File: config.mk
export PLATFORM = sky130hd
export DESIGN_NAME = vend_controller
export DESIGN_NICKNAME = d
export VERILOG_FILES = /design/src/rtl/vend_controller.sv
export SDC_FILE = /design/constraint.sdc
export NUM_CORES = 1
export LEC_CHECK = 0
export ABC_AREA = 1
export CAP_MARGIN = 20
export CORE_MARGIN = 3
export CORE_UTILIZATION = 35
export DETAILED_ROUTE_END_ITERATION = 7
export SYNTH_ARGS = -nofsm -noshare
export SYNTH_HDL_FRONTEND = slang
export SYNTH_SLANG_ARGS = --single-unit
File: constraint.sdc
create_clock -name clk -period 5.59 [get_ports clk]
set_input_delay 1.118 -clock clk [delete_from_list [all_inputs] [get_ports clk]]
set_output_delay 1.118 -clock clk [all_outputs]
set_load 0.01 [all_outputs]
File: src/rtl/vend_controller.sv
// vend_controller: coin-operated vending transaction controller.
// Accumulates 5/10-unit credit, arbitrates selections against price,
// drives the dispenser and change hopper through req/ack handshakes.
// Optional build macro VEND_STOCK_COUNT_EN adds per-product stock counters,
// restock inputs and sold_out flags.
module vend_controller #(
    parameter int PRICE_A     = 15,
    parameter int PRICE_B     = 20,
    parameter int MAX_CREDIT  = 40,
    parameter int CREDIT_W    = 6,
    parameter int TIMEOUT_CYC = 1000
`ifdef VEND_STOCK_COUNT_EN
    ,
    parameter int STOCK_INIT  = 8
`endif
) (
    input  logic                clk,
    input  logic                rst,
    input  logic                coin_5,
    input  logic                coin_10,
    input  logic                sel_valid,
    input  logic                sel_id,
    input  logic                cancel,
    output logic                disp_req,
    output logic                disp_id,
    input  logic                disp_ack,
    output logic                chg_req,
    output logic                chg_coin,
    input  logic                chg_ack,
    output logic [CREDIT_W-1:0] credit,
    output logic                busy,
    output logic                coin_reject,
    output logic                sel_deny
`ifdef VEND_STOCK_COUNT_EN
    ,
    input  logic                restock,
    input  logic                restock_id,
    output logic [1:0]          sold_out
`endif
);

    localparam logic [1:0] S_IDLE     = 2'd0;
    localparam logic [1:0] S_CREDIT   = 2'd1;
    localparam logic [1:0] S_DISPENSE = 2'd2;
    localparam logic [1:0] S_CHANGE   = 2'd3;

    localparam int TMO_W = (TIMEOUT_CYC > 1) ? $clog2(TIMEOUT_CYC) : 1;

    localparam logic [CREDIT_W-1:0] L_PRICE_A = CREDIT_W'(PRICE_A);
    localparam logic [CREDIT_W-1:0] L_PRICE_B = CREDIT_W'(PRICE_B);
    localparam logic [CREDIT_W-1:0] L_FIVE    = CREDIT_W'(5);
    localparam logic [CREDIT_W-1:0] L_TEN     = CREDIT_W'(10);
    localparam logic [CREDIT_W:0]   L_MAX     = (CREDIT_W+1)'(MAX_CREDIT);
    localparam logic [TMO_W-1:0]    L_TMO_END = TMO_W'(TIMEOUT_CYC - 1);

    logic [1:0]          r_state;
    logic [CREDIT_W-1:0] r_credit;
    logic [TMO_W-1:0]    r_tmo;
    logic                r_disp_req;
    logic                r_disp_id;
    logic                r_chg_req;
    logic                r_chg_coin;
    logic                r_coin_reject;
    logic                r_sel_deny;

    logic                w_coin_one;
    logic                w_coin_open;
    logic [CREDIT_W:0]   w_coin_val;
    logic                w_coin_ok;
    logic [CREDIT_W-1:0] w_coin_add;
    logic [CREDIT_W-1:0] w_price;
    logic                w_stock_ok;
    logic                w_sel_ok;
    logic                w_tmo_hit;
    logic [CREDIT_W-1:0] w_chg_val;
    logic [CREDIT_W-1:0] w_credit_after_chg;
    logic                w_disp_done;

    // Coin acceptance: exactly one coin, in a state that takes coins,
    // and room below the credit ceiling (judged on the pre-coin credit).
    always_comb begin
        w_coin_one  = coin_5 ^ coin_10;
        w_coin_open = (r_state == S_IDLE) || (r_state == S_CREDIT);
        w_coin_val  = '0;
        if (w_coin_one) begin
            w_coin_val = coin_10 ? {1'b0, L_TEN} : {1'b0, L_FIVE};
        end
        w_coin_ok  = w_coin_one && w_coin_open && (({1'b0, r_credit} + w_coin_val) <= L_MAX);
        w_coin_add = w_coin_ok ? w_coin_val[CREDIT_W-1:0] : '0;
    end

    // Selection arbitration; cancel outranks a same-cycle selection.
    always_comb begin
        w_price  = sel_id ? L_PRICE_B : L_PRICE_A;
        w_sel_ok = (r_state == S_CREDIT) && sel_valid && !cancel &&
                   (r_credit >= w_price) && w_stock_ok;
        w_tmo_hit = (r_tmo == L_TMO_END);
        w_chg_val = r_chg_coin ? L_TEN : L_FIVE;
        w_credit_after_chg = r_credit - w_chg_val;
        w_disp_done = (r_state == S_DISPENSE) && r_disp_req && disp_ack;
    end

    // Main transaction FSM, credit register, timeout and handshake outputs.
    always_ff @(posedge clk or posedge rst) begin
        if (rst) begin
            r_state       <= S_IDLE;
            r_credit      <= '0;
            r_tmo         <= '0;
            r_disp_req    <= 1'b0;
            r_disp_id     <= 1'b0;
            r_chg_req     <= 1'b0;
            r_chg_coin    <= 1'b0;
            r_coin_reject <= 1'b0;
            r_sel_deny    <= 1'b0;
        end else begin
            r_coin_reject <= (coin_5 || coin_10) && !w_coin_ok;
            r_sel_deny    <= sel_valid && !w_sel_ok;
            case (r_state)
                S_IDLE: begin
                    r_tmo <= '0;
                    if (w_coin_ok) begin
                        r_credit <= r_credit + w_coin_add;
                        r_state  <= S_CREDIT;
                    end
                end
                S_CREDIT: begin
                    if (cancel) begin
                        r_credit <= r_credit + w_coin_add;
                        r_tmo    <= '0;
                        r_state  <= S_CHANGE;
                    end else if (w_sel_ok) begin
                        r_credit   <= r_credit - w_price + w_coin_add;
                        r_disp_req <= 1'b1;
                        r_disp_id  <= sel_id;
                        r_tmo      <= '0;
                        r_state    <= S_DISPENSE;
                    end else if (sel_valid || w_coin_ok) begin
                        r_credit <= r_credit + w_coin_add;
                        r_tmo    <= '0;
                    end else if (w_tmo_hit) begin
                        r_tmo   <= '0;
                        r_state <= S_CHANGE;
                    end else begin
                        r_tmo <= r_tmo + 1'b1;
                    end
                end
                S_DISPENSE: begin
                    if (w_disp_done) begin
                        r_disp_req <= 1'b0;
                        r_disp_id  <= 1'b0;
                        r_state    <= (r_credit == '0) ? S_IDLE : S_CHANGE;
                    end
                end
                default: begin
                    if (r_chg_req) begin
                        if (chg_ack) begin
                            r_chg_req  <= 1'b0;
                            r_chg_coin <= 1'b0;
                            r_credit   <= w_credit_after_chg;
                            if (w_credit_after_chg == '0) begin
                                r_state <= S_IDLE;
                            end
                        end
                    end else if (r_credit == '0) begin
                        r_state <= S_IDLE;
                    end else begin
                        r_chg_req  <= 1'b1;
                        r_chg_coin <= (r_credit >= L_TEN);
                    end
                end
            endcase
        end
    end

`ifdef VEND_STOCK_COUNT_EN
    logic [3:0] r_stock [2];
    logic [1:0] w_sold_out;

    // Sold-out flags and the stock gate on selection.
    always_comb begin
        w_sold_out[0] = (r_stock[0] == 4'd0);
        w_sold_out[1] = (r_stock[1] == 4'd0);
        w_stock_ok    = !w_sold_out[sel_id];
    end

    // Per-product stock: reload on reset or restock, count down on each completed dispense.
    always_ff @(posedge clk or posedge rst) begin
        if (rst) begin
            r_stock[0] <= 4'(STOCK_INIT);
            r_stock[1] <= 4'(STOCK_INIT);
        end else begin
            for (int i = 0; i < 2; i++) begin
                if (restock && (restock_id == 1'(i))) begin
                    r_stock[i] <= 4'(STOCK_INIT);
                end else if (w_disp_done && (r_disp_id == 1'(i)) && (r_stock[i] != 4'd0)) begin
                    r_stock[i] <= r_stock[i] - 4'd1;
                end
            end
        end
    end

    assign sold_out = w_sold_out;
`else
    assign w_stock_ok = 1'b1;
`endif

    assign disp_req    = r_disp_req;
    assign disp_id     = r_disp_id;
    assign chg_req     = r_chg_req;
    assign chg_coin    = r_chg_coin;
    assign credit      = r_credit;
    assign busy        = (r_state == S_DISPENSE) || (r_state == S_CHANGE);
    assign coin_reject = r_coin_reject;
    assign sel_deny    = r_sel_deny;

endmodule

==> results of run 1 <==
-- final timing paths --
kind                           start     endpoint  slack [ns]
setup / recovery              coin_5    credit[5]        0.45
max in group asynchronous        rst     sel_deny        3.68
hold / removal               disp_id      disp_id        0.54
setup reg to reg           credit[1]    credit[5]        1.48
hold reg to reg              disp_id      disp_id        0.54
min in group asynchronous        rst  coin_reject        1.35
-- report_power, final --
group / leakage [nW] / internal [mW] / switching [mW]
Clock: 0.0288 / 0.0628 / 0.0549
Combinational: 1.21 / 0.445 / 0.659
Sequential: 0.311 / 0.224 / 0.0973
Total: 1.55 / 0.732 / 0.811
-- Yosys cell counts (all sizes together) --
cell type / number
nand2: 101
a31oi: 1
o22ai: 5
a21oi: 20
xor2: 11
a32o: 1
or2: 5
nand3b: 2
and3: 1
inv: 64
nand3: 34
a221oi: 1
xnor2: 4
o211ai: 1
nand4: 3
dfrtp: 24
fa: 5
o21ai: 18
ha: 31
clkbuf: 1
nor3: 4
o21bai: 5
nor2: 31
a22oi: 1
buf: 3
-- sequential cells by signal, summed over array words and instances, names as in the netlist --
name / count
coin_reject: 1
disp_req: 1
sel_deny: 1
r_tmo: 10
chg_coin: 1
disp_id: 1
credit: 6
chg_req: 1
r_state: 2
-- what timing repair did --
action / in CTS / in global routing
endpoints found under the hold margin: 0 / 0
resized for setup: 0 / 1
endpoints found under the setup margin: 0 / 1
buffers inserted: 0 / 0
hold buffers: 0 / 0
-- kinds of logic after synthesis --
family                   after synthesis  share of synthesized area, %
AO/OA/AOI/OAI                         53                          12.9
XOR/XNOR                              15                          4.98
adder cells (fa/ha/maj)               36                          18.5
buffers and inverters                 68                          10.2
flip-flops                            24                          22.8
AND/OR/NAND/NOR                      181                          30.7
-- worst max-delay path: cells and delay by family --
kind / cells / cell delay [ns]
adder cells (fa/ha/maj): 4 / 1.29
AO/OA/AOI/OAI: 6 / 0.63
AND/OR/NAND/NOR: 15 / 1.52
buffers and inverters: 4 / 0.74
-- per-stage QoR --
stage	setup slack (ns)	hold slack, ns	instance area, um^2	power (mW)	util [%]
2_1_floorplan	0.821	0.512	2640	1.10	-
3_3_place_gp	0.271	0.534	2950	1.41	40.5
3_5_place_dp	0.154	0.530	2950	1.42	40.5
4_1_cts	0.430	0.543	3010	1.55	41.2
5_1_grt	0.0486	0.562	3010	1.72	41.3
6_report	0.449	0.536	3010	1.54	41.3
-- cell type report --
cell class | count | area [um^2] | area share, %
Clock buffer | 4 | 55.1 | 1.83
Tap cell | 99 | 124 | 4.12
Sequential cell | 24 | 601 | 20.0
Timing Repair Buffer | 22 | 218 | 7.23
Inverter | 64 | 240 | 7.98
Multi-Input combinational cell | 285 | 1770 | 58.9
-- layer usage --
metal  up-vias  GRT usage, %
met3         6          2.19
met2        35          27.0
met4         0          3.54
li1       1252             -
met5         -             0
met1      1112          19.9
==> run summary, run 1 <==
Post-synthesis net count -> 422
CP most frequent cell -> nand2_1
Fillers -> 797
Fin. Hold Viols -> 0
Drt first-iter violations -> 99
Nature of the critical path endpoint -> register
DRC -> 0
Die area -> 8610 um^2
DP HPWL -> 5150 um
Die height -> 92.8 um
Post-route ant nets -> 0
Placed insts -> 494
Finished Layout Cells -> 498
CTS tree -> built
DR WL met3 -> 194 um
Area contributors post-synth -> dfrtp_1, ha_1, nand2_1
Max Fclk -> 195 MHz
Worst Path Required -> 5.75 ns
Area share of the largest cell type after synthesis -> 22.8%
Dominant cell type by area after synthesis -> dfrtp_1
Count of input and output buffers -> 21
Starting density of the core -> 36.2%
Nets@finish -> 445
Drt wl/cell -> 12.6 um
DRT Wirelength -> 6300 um
Worst slew pin tran -> 0.915 ns
1st-pass router iterations -> 4
Post-route setup TNS -> 0 ns
Share of cells above drive strength 1 -> 8.77%
Slew margin rel. -> 38.9%
Number of library cell types mapped by synthesis -> 37
CP max stage delay -> 0.51 ns
Clk buf depth -> 2
Crit start category -> input port
Gr usage total -> 15.4%
Met2 wire length -> 3130 um
Outcome -> finished clean
Reg2Reg Depth -> 26
Sink Count -> 24
CP Max Fanout -> 5
Clk_skew -> 0.00535 ns
First-pass GRT wire length -> 10900 um
CTS Root Cell -> clkbuf_8
Pleak -> 1.55 nW
Average cell area after synthesis -> 7.00 um^2
IO Pins -> 22
Worst skew pair latency -> 0.26 ns
Pwr/cell area -> 513 nW/um^2
CTS Buf Count -> 3
Number of diodes -> 0
Die W -> 92.8 um
Sequential area share after synthesis -> 22.8%
Post-synthesis instance total -> 377
Fin crit period -> 5.14 ns
Worst min-delay path category -> reg -> reg
Final slew viol count -> 0
Area grow syn2layout -> 14.1%
Max layer used -> met4
Max Cap Viol -> 0
Row cnt -> 31
Final Cycle Share -> 92.0%
Clock slew at reported path FFs -> 0.08 ns
# setup viols final -> 0
Initial antenna violation count -> 0
Commonest non-fill, non-tap cell in the layout -> nand2_1
CP arrival -> 5.30 ns
Grt ovf -> 0
Yosys warning count -> 0
Core ar. -> 7290 um^2
Commonest cells after routing, fill and taps aside -> nand2_1, inv_1, nand3_1
Hold depth -> 2
Kind of critical path -> in -> reg
Vias in the first global route -> 2400
Met1 wire length -> 2890 um
Htree depth -> 1
Vias -> 2405
Post-synthesis register bit count -> 24
Detailed-route vias per instance -> 4.83
Largest net degree at the start of global routing -> 25
RSZ-0062 raised after global routing -> no
Peak supply drop -> 158 uV
Slowest stage cell on the critical path -> clkdlybuf4s50_1
Gp weighted congestion -> 0.885
Post-synthesis cell area -> 2640 um^2
No activity file was read; power rests on OpenSTA's default activity.
==> run 2: changes to the inputs <==
- PLACE_DENSITY: not set -> 0.59
==> run 2 against run 1 <==
Compared with the run above:
- utilization grew 0.19 points
- routed wire length shrank 1.7%
- worst setup slack gained 0.0019 ns
- maximum frequency is essentially flat
- first-iteration DRC count shrank 3.0%
- combinational power is essentially flat
- global-route usage grew 0.075 points
- register-to-register slack lost 0.05 ns
- final cell count is the same
- total power grew 1.6%
- via count is essentially flat
- clock-buffer cell count shrank 1
- highest routed layer unchanged
==> run summary, run 2 (same netlist as run 1, synthesis figures left out) <==
CP most frequent cell -> nand2_1
CTS Buf Count -> 3 (unchanged)
Worst slew pin tran -> 0.911 ns (-0.00397 ns)
Count of input and output buffers -> 21 (unchanged)
Core ar. -> 7290 um^2 (unchanged)
Vias in the first global route -> 2444 (+1.8%)
Worst skew pair latency -> 0.27 ns (about the same)
Gp weighted congestion -> 0.891 (+0.66%)
Worst Path Required -> 5.76 ns (about the same)
Cell Area, Placed -> 2950 um^2 (unchanged)
Number of diodes -> 0 (unchanged)
Post-route ant nets -> 0 (unchanged)
Row cnt -> 31 (unchanged)
RSZ-0062 raised after global routing -> no
Clk_skew -> 0.00947 ns (+0.00412 ns)
CP arrival -> 5.31 ns (about the same)
Reg2Reg Depth -> 26 (unchanged)
CTS Hold Buffers Added -> 0 (unchanged)
1st-pass router iterations -> 4 (unchanged)
Largest Register -> r_tmo
R2r setup slk -> 1.43 ns (-0.05 ns)
Post-CTS Setup Inserts -> 0 (unchanged)
Drt wl/cell -> 12.4 um (-1.7%)
Post-CTS sizing -> 0 (unchanged)
Drt first-iter violations -> 96 (-3.0%)
Gr usage total -> 15.5% (+0.075 points)
Kind of critical path -> in -> reg
DRT Wirelength -> 6190 um (-1.7%)
Starting density of the core -> 36.2% (unchanged)
IO Pins -> 22 (unchanged)
Hold depth -> 2 (unchanged)
Outcome -> finished clean
Slowest stage cell on the critical path -> clkdlybuf4s50_1
Die height -> 92.8 um (unchanged)
Final slew viol count -> 0 (unchanged)
Die W -> 92.8 um (unchanged)
Final Cycle Share -> 91.9% (about the same)
Crit start category -> input port
Commonest non-fill, non-tap cell in the layout -> nand2_1
Sink Count -> 24 (unchanged)
Htree depth -> 1 (unchanged)
Multi-input gate area -> 1770 um^2 (-0.14%)
Largest net degree at the start of global routing -> 25 (unchanged)
Nets@finish -> 445 (unchanged)
DP HPWL -> 5040 um (-2.2%)
Die area -> 8610 um^2 (unchanged)
FF+latch area -> 601 um^2 (unchanged)
Peak supply drop -> 167 uV (+6.1%)
Commonest cells after routing, fill and taps aside -> nand2_1, inv_1, nand3_1
Fillers -> 799 (+0.25%)
Nature of the critical path endpoint -> register
Area grow syn2layout -> 14.6%
First-pass GRT wire length -> 11000 um (+0.39%)
CTS Root Cell -> clkbuf_8
Worst min-delay path category -> reg -> reg
Max reg flops -> 10 (unchanged)
Vias -> 2404 (-0.042%)
Clk buf depth -> 2 (unchanged)
Clock slew at reported path FFs -> 0.09 ns (about the same)
CP max stage delay -> 0.51 ns (about the same)
CTS tree -> built
CP Max Fanout -> 5 (unchanged)
Post-route cell area -> 3020 um^2 (+0.46%)
# setup viols final -> 0 (unchanged)
Fin crit period -> 5.14 ns (-0.00188 ns)
Detailed-route vias per instance -> 4.83 (about the same)
Max Cap Viol -> 0 (unchanged)
Max Fclk -> 195 MHz (about the same)
Share of cells above drive strength 1 -> 8.52% (-0.25 points)
DRC -> 0 (unchanged)
Initial antenna violation count -> 0 (unchanged)
Slew margin rel. -> 39.2% (+0.26 points)
Grt ovf -> 0 (unchanged)
Post-route setup TNS -> 0 ns (unchanged)
Pwr/cell area -> 518 nW/um^2 (+1.1%)
Pleak -> 1.55 nW (+0.46%)
Fin. Hold Viols -> 0 (unchanged)
==> run 2: cell types whose count changed in the layout (fill, tap and decap cells not counted), sizes merged <==
cell | before | now
clkbuf | 4 | 3
bufinv | 0 | 1
==> run 2: worst paths after layout <==
kind | from | end
min in group asynchronous | rst | credit[2]
worst min-delay path | disp_id | disp_id
worst min register to register | disp_id | disp_id
worst max register to register | credit[1] | credit[5]
worst max-delay path | coin_5 | credit[5]
max in group asynchronous | rst | r_tmo[6]
==> run 2: through the flow <==
stage	hold slack, ns	power, mW	utilization, %	setup slack [ns]	instances
after CTS	0.550	1.57	41.5	0.460	498
after global placement	0.534	1.41	40.5	0.264	494
after global routing	0.580	1.75	41.5	0.0316	498
final	0.545	1.57	41.5	0.451	498
after floorplan	0.512	1.10	-	0.821	377
after detailed placement	0.538	1.41	40.5	0.187	494
==> run 2: area by class of cell <==
class / instances / area share [%]
Multi-Input combinational cell: 285 / 58.5
Inverter: 64 / 7.95
Timing Repair Buffer: 22 / 7.20
Tap cell: 99 / 4.10
Sequential cell: 24 / 19.9
Clock inverter: 1 / 0.993
Clock buffer: 3 / 1.37
==> run 2: critical path: cells and delay by family <==
family / cells / cell delay, ns
adder cells (fa/ha/maj): 4 / 1.29
AND/OR/NAND/NOR: 15 / 1.56
AO/OA/AOI/OAI: 6 / 0.62
buffers and inverters: 4 / 0.73
==> run 2: where the power goes <==
group	internal, mW	switching (mW)
clock network	0.0958	0.0571
registers	0.224	0.0994
logic	0.442	0.649
==> run 2: layer usage <==
metal  GRT usage [%]  part of all wire (%)  up-vias
met5               0                     0        -
met4            3.05                  0.87        0
met3            1.95                   2.9        6
met2            27.7                    49       42
li1                -                     -     1256
met1            19.9                    48     1100
